`src/rtl/coherence_arbiter.sv`:
```
// coherence_arbiter: arbitrates per-CPU icache/dcache requests onto a single RAM
// port and runs MSI snooping (snoop broadcast, invalidate, cache-to-cache transfer
// with RAM writeback of a Modified block).
// Build option: define COHERENCE_ARB_RR_EN for round-robin arbitration across CPUs;
// left undefined, the lowest CPU index with a request always wins.

package coherence_arbiter_pkg;
  typedef enum logic [1:0] {FREE, BUSY, ACCESS, ERROR} ramstate_t;
endpackage

module coherence_arbiter
  import coherence_arbiter_pkg::*;
#(
  parameter int CPUS      = 2,
  parameter int BLK_WORDS = 2
) (
  input  logic               CLK,
  input  logic               RST,
  input  logic [CPUS-1:0]    iREN,
  input  logic [CPUS*32-1:0] iaddr,
  output logic [CPUS-1:0]    iwait,
  output logic [CPUS*32-1:0] iload,
  input  logic [CPUS-1:0]    dREN,
  input  logic [CPUS-1:0]    dWEN,
  input  logic [CPUS*32-1:0] daddr,
  input  logic [CPUS*32-1:0] dstore,
  output logic [CPUS-1:0]    dwait,
  output logic [CPUS*32-1:0] dload,
  input  logic [CPUS-1:0]    ccwrite,
  input  logic [CPUS-1:0]    cctrans,
  output logic [CPUS-1:0]    ccwait,
  output logic [CPUS-1:0]    ccinv,
  output logic [CPUS*32-1:0] ccsnoopaddr,
  output logic               ramREN,
  output logic               ramWEN,
  output logic [31:0]        ramaddr,
  output logic [31:0]        ramstore,
  input  logic [31:0]        ramload,
  input  ramstate_t          ramstate
);
  localparam int GW = (CPUS > 1) ? $clog2(CPUS) : 1;
  localparam int CW = (BLK_WORDS > 1) ? $clog2(BLK_WORDS) : 1;
  localparam logic [CW-1:0] LAST_WORD = CW'(BLK_WORDS - 1);

  typedef enum logic [2:0] {IDLE, IFETCH, DWB, SNOOP, C2C, DREAD} state_t;

  state_t        state_q, state_d;
  logic [GW-1:0] grant_q, grant_d;
  logic [GW-1:0] snoop_q, snoop_d;
  logic [CW-1:0] count_q, count_d;
  logic [GW-1:0] pick;
  logic [CPUS-1:0] req;
  logic          access;
  logic          all_trans;
  int            gi, si;
  logic [31:0]   iaddr_a  [CPUS];
  logic [31:0]   daddr_a  [CPUS];
  logic [31:0]   dstore_a [CPUS];

  for (genvar c = 0; c < CPUS; c++) begin : g_unpack
    assign iaddr_a[c]  = iaddr[c*32 +: 32];
    assign daddr_a[c]  = daddr[c*32 +: 32];
    assign dstore_a[c] = dstore[c*32 +: 32];
  end

  assign req    = iREN | dREN | dWEN;
  assign access = (ramstate == ACCESS);
  assign gi     = int'(grant_q);
  assign si     = int'(snoop_q);

`ifdef COHERENCE_ARB_RR_EN
  logic [GW-1:0] last_q, last_d;
  logic          found;

  // Round-robin search beginning one past the previous grant.
  always_comb begin
    pick  = '0;
    found = 1'b0;
    for (int k = 0; k < CPUS; k++) begin
      if (!found && req[(int'(last_q) + 1 + k) % CPUS]) begin
        pick  = GW'((int'(last_q) + 1 + k) % CPUS);
        found = 1'b1;
      end
    end
  end

  assign last_d = (state_q == IDLE && |req) ? pick : last_q;

  // Last-grant pointer; resets so that CPU0 is searched first.
  always_ff @(posedge CLK) begin
    if (RST) last_q <= GW'(CPUS - 1);
    else     last_q <= last_d;
  end
`else
  // Fixed priority: lowest CPU index with any request wins.
  always_comb begin
    pick = '0;
    for (int k = CPUS - 1; k >= 0; k--) begin
      if (req[k]) pick = GW'(k);
    end
  end
`endif

  // Next-state and output decode for the transaction FSM.
  always_comb begin
    // NOTE: every next-state value and output is defaulted first so no latch can be inferred.
    state_d     = state_q;
    grant_d     = grant_q;
    snoop_d     = snoop_q;
    count_d     = count_q;
    all_trans   = 1'b1;
    iwait       = '1;
    dwait       = '1;
    iload       = '0;
    dload       = '0;
    ccwait      = '0;
    ccinv       = '0;
    ccsnoopaddr = '0;
    ramREN      = 1'b0;
    ramWEN      = 1'b0;
    ramaddr     = '0;
    ramstore    = '0;
    unique case (state_q)
      IDLE: begin
        count_d = '0;
        if (|req) begin
          grant_d = pick;
          if (dWEN[pick])      state_d = DWB;
          else if (dREN[pick]) state_d = SNOOP;
          else                 state_d = IFETCH;
        end
      end
      IFETCH: begin
        ramREN              = 1'b1;
        ramaddr             = iaddr_a[gi];
        iload[gi*32 +: 32]  = ramload;
        if (access) begin
          iwait[gi] = 1'b0;
          state_d   = IDLE;
        end
      end
      DWB: begin
        ramWEN   = 1'b1;
        ramaddr  = daddr_a[gi];
        ramstore = dstore_a[gi];
        if (access) begin
          dwait[gi] = 1'b0;
          if (count_q == LAST_WORD || !dWEN[gi]) begin
            state_d = IDLE;
            count_d = '0;
          end else begin
            count_d = count_q + 1'b1;
          end
        end
      end
      SNOOP: begin
        for (int j = 0; j < CPUS; j++) begin
          if (j != gi) begin
            ccwait[j]               = 1'b1;
            ccsnoopaddr[j*32 +: 32] = daddr_a[gi];
            ccinv[j]                = ccwrite[gi];
            if (!cctrans[j]) all_trans = 1'b0;
          end
        end
        if (all_trans) begin
          state_d = DREAD;
          // Descending scan so the lowest Modified holder is the one latched.
          for (int j = CPUS - 1; j >= 0; j--) begin
            if (j != gi && ccwrite[j]) begin
              snoop_d = GW'(j);
              state_d = C2C;
            end
          end
        end
      end
      C2C: begin
        ccwait[si]               = 1'b1;
        ccsnoopaddr[si*32 +: 32] = daddr_a[gi];
        ccinv[si]                = ccwrite[gi];
        ramWEN                   = 1'b1;
        ramaddr                  = daddr_a[gi];
        ramstore                 = dstore_a[si];
        dload[gi*32 +: 32]       = dstore_a[si];
        if (access) begin
          dwait[gi] = 1'b0;
          dwait[si] = 1'b0;
          if (count_q == LAST_WORD || !dREN[gi]) begin
            state_d = IDLE;
            count_d = '0;
          end else begin
            count_d = count_q + 1'b1;
          end
        end
      end
      DREAD: begin
        ramREN             = 1'b1;
        ramaddr            = daddr_a[gi];
        dload[gi*32 +: 32] = ramload;
        if (access) begin
          dwait[gi] = 1'b0;
          if (count_q == LAST_WORD || !dREN[gi]) begin
            state_d = IDLE;
            count_d = '0;
          end else begin
            count_d = count_q + 1'b1;
          end
        end
      end
      default: state_d = IDLE;
    endcase
  end

  // State, grant, snooper and word-count registers.
  always_ff @(posedge CLK) begin
    // NOTE: non-blocking assignments so every flop samples pre-edge values.
    if (RST) begin
      state_q <= IDLE;
      grant_q <= '0;
      snoop_q <= '0;
      count_q <= '0;
    end else begin
      state_q <= state_d;
      grant_q <= grant_d;
      snoop_q <= snoop_d;
      count_q <= count_d;
    end
  end

endmodule
```
`config.mk`:
```
export PLATFORM = sky130hd
export DESIGN_NAME = coherence_arbiter
export DESIGN_NICKNAME = d
export VERILOG_FILES = /design/src/rtl/coherence_arbiter.sv
export SDC_FILE = /design/constraint.sdc
export NUM_CORES = 1
export LEC_CHECK = 0
export CORE_AREA = 3 3 193 195
export DETAILED_ROUTE_END_ITERATION = 8
export DIE_AREA = 0 0 196 198
export GPL_TIMING_DRIVEN = 0
export PLACE_DENSITY = 0.38
export REMOVE_ABC_BUFFERS = 1
export SYNTH_ARGS = -nofsm -noshare
export SYNTH_HDL_FRONTEND = slang
export SYNTH_SLANG_ARGS = --single-unit
```
`constraint.sdc`:
```
create_clock -name CLK -period 5.2 [get_ports CLK]
set_clock_uncertainty 0.1 [all_clocks]
set_input_delay 0.52 -clock CLK [delete_from_list [all_inputs] [get_ports CLK]]
set_output_delay 0.52 -clock CLK [all_outputs]
set_load 0.005 [all_outputs]
```
==> summary.md <==
| Metric | Value |
|---|---|
| Status | finished clean |
| RR Endpoint | snoop_q |
| Max Clock Freq | 0.2357 GHz |
| Placement Setup Slack | approximately 1.2 ns |
| Wirelength per Cell | 23.85 µm |
| CP max-delay cell | and3b_1 |
| Worst slew pin tran | about 1.3 ns |
| Area of the core | about 36,000 µm² |
| Share of layout cells above drive strength 1 | 4.612% |
| Crit path max fanout | 27 |
| Clock Pin Slew Worst Setup and Hold Paths | about 0.03 ns |
| Final period util | 81.58% |
| Crit path launch | state_q[0] |
| Slew HR | 10.16% |
| Pwr Total | around 1.1 mW |
| Synth warn | 0 |
| Fin area | just over 9000 µm² |
| Total congestion overflow | 0 |
| Hold Crit Start | count_q |
| Reg2reg path depth | 4 |
| DRC | 0 |
| Arrival time at the worst endpoint | about 3.6 ns |
| Layout net count | 1,259 |
| FF/Latch Area | 121.4 µm² |
| Initial antenna violation count | 3 |
| Cts hold-fix bufs | 0 |
| HP Class | flop to flop |
| Seq/Total Area, Yosys | approximately 3.5% |
| FP Rows | between 60 and 70 |
| Synth Area in Compound Gates | 48.67% |
| Post-Place Cell Area | ~9100 µm² |
| Critical path class | flop to output port |
| Syn Inst Count | 559 |
| Height of the die | a little under 200 µm |
| Worst VDD drop | a little over 0.00009 V |
| Clk Latency, worst-skew pair | roughly 0.23 ns |
| Max-slew violation count | 0 |
| Share of the synthesized area in the top cell type | 12.16% |
| Area Growth Syn to Fin | 169.3% |
| Drt first-iter violations | between 400 and 500 |
| CTS Buf Count | 3 |
| DRT Pass-1 Iters | 7 |
| RePlAce Congestion | 0.8129 |
| IO buf count | about 500 |
| Cell variety after synth | 46 |
| Vias in the first global route | 6,458 |
| Main combinational cell family by area after synthesis | compound AO/OA/AOI/OAI gates |
| H-tree Lvls | 1 |
| Cells along the critical path | and3b_1, nor2_2, o22ai_1, clkdlybuf4s50_1 |
| Num ports | just over 500 |
| Hold endpoint | count_q |
| Most frequent cells in the layout | clkdlybuf4s50_1 (503), nor2_1 (76), and2_1 (64) |
| Vias post-DR | 6,477 |
| Clock Tree Root | clkbuf_16 |
| Hold Violations, Final | 0 |
| Post-synthesis adder-cell area fraction | 0% |
| Pin count of the biggest net entering global routing | 41 |
| GRT Util Overall | ~16% |
| Die area | approximately 39,000 µm² |
| Worst path max stage delay | 1.15 ns |
| Mean area per synthesized cell | just over 6 µm² |
| Post-layout min period | roughly 4.2 ns |
| Synth area leaders | and2_1 (12%), a222oi_1 (8.8%), nor2_1 (8.4%) |
| Leak | 3.000 nW |
| FILL cells | 3,903 |
| Commonest non-fill, non-tap cell in the layout | clkdlybuf4s50_1 |
| Initial Util | a little under a tenth |
| Post-DP HPWL | 28,570 µm |
| Final setup margin | approximately 0.96 ns |
| Clock sink count | 6 |
| Mapped Area | about 3400 µm² |
| Postcts setup bufs | 0 |
| Worst reg2reg startpoint | state_q[0] |
| PwrDens | approximately 120 nW/µm² |
| Startpoint class of the critical path | flop |
| Die width | 196 µm |
| Simple-Gate Fraction of Synth Area | 35.00% |
| Hold path depth | 2 |
| Fin cells | roughly 1,500 |
| Setup TNS | 0 ns |
| XOR/XNOR Fraction of Synth Area | 0% |
| Final setup fails | 0 |
| # placed instances | 1,477 |
| CTS tree | yes |
| Clock tree buffer depth | 2 |
| Yosys reg bits | 6 |
| Multi-input logic area | 3022 µm² |
| First-pass GRT wire length | approximately 48,000 µm |
| CP Capture Type | output port |
| Max_cap viols | 0 |
| Post-cts gate resize count | 0 |
| Vias/cell | approximately 4.4 |
| Post-synthesis mux area share | 3.648% |
| Routed WL | roughly 35,000 µm |
| R2r setup slk | 2.72 ns |
| Unrepaired setup endpoints after global routing | false |
| DRT antenna net count | 0 |
| Req. time, crit path | around 4.6 ns |
| Yosys top cell by area | and2_1 |
[cell usage after synthesis (all sizes together)]
cell and count:
a2111oi 1, a211oi 2, a21boi 5, a21oi 38, a221o 19, a222oi 30, a22o 32, a22oi 15
a31oi 2, and2 66, and2b 1, and3b 1, buf 34, clkbuf 32, dfxtp 6, inv 2
mux2 3, mux2i 9, nand2 56, nand2b 3, nand3 21, nand3b 1, nor2 79, nor2b 6
nor3 3, nor3b 2, o211a 1, o211ai 1, o21ai 37, o22a 1, o22ai 43, o32ai 1
or2 2, or3 2, or3b 1, or4 1
[sequential cells by signal, summed over array words and instances, names as in the netlist]
name	count
grant_q	1
count_q	1
state_q	3
snoop_q	1
[worst max path at each step]
stage / end / depth (start not counted)
floorplan: ramaddr[16] / 4
global placement: ramaddr[9] / 5
detailed placement: ramaddr[9] / 7
CTS: ramaddr[9] / 7
global route: ccsnoopaddr[2] / 4
finish: ccsnoopaddr[2] / 4
[metrics by stage]
stage                     hold slack, ns  utilization [%]
after floorplan                   0.4031                -
after CTS                         0.4438            25.70
after global placement            0.4485            24.47
after global routing              0.4622            25.71
final                             0.4438            25.71
after detailed placement          0.4318            25.49
[where the power goes]
group	internal, mW	total [mW]	switching (mW)
clock	0.0988	0.125	0.0264
sequential	0.0517	0.0754	0.0237
combinational	0.490	0.860	0.371
total	0.640	1.06	0.421
[routing by layer]
layer | track usage, % | up-vias | routed length [µm]
met2 | 29.56 | 268 | 17890
met3 | 2.212 | 28 | 1919
met5 | 0 | - | 13
li1 | - | 3067 | -
met1 | 21.42 | 3112 | 14890
met4 | 2.720 | 2 | 642
[logic make-up (layout without fill, tap and decap cells)]
| logic type | Yosys count | in the layout |
|---|---|---|
| compound gates | 228 | 228 |
| simple gates | 245 | 245 |
| other cells | 0 | 2 |
| buf+inv | 68 | 528 |
| flops | 6 | 6 |
| mux | 12 | 12 |
[final cells by class]
cell class	count	area share, %
Multi-Input combinational cell	485	33.04
Inverter	2	0.08208
Clock buffer	3	0.8208
Antenna cell	2	0.05472
Sequential cell	6	1.327
Timing Repair Buffer	523	58.37
Tap cell	461	6.306
[worst max-delay path, delay by kind of cell (launching register included)]
family          cells  cell delay [ns]
compound gates      1             0.38
buf+inv             1             0.58
flops               1             0.68
simple gates        2             1.72
No activity file was read; power rests on OpenSTA's default activity.
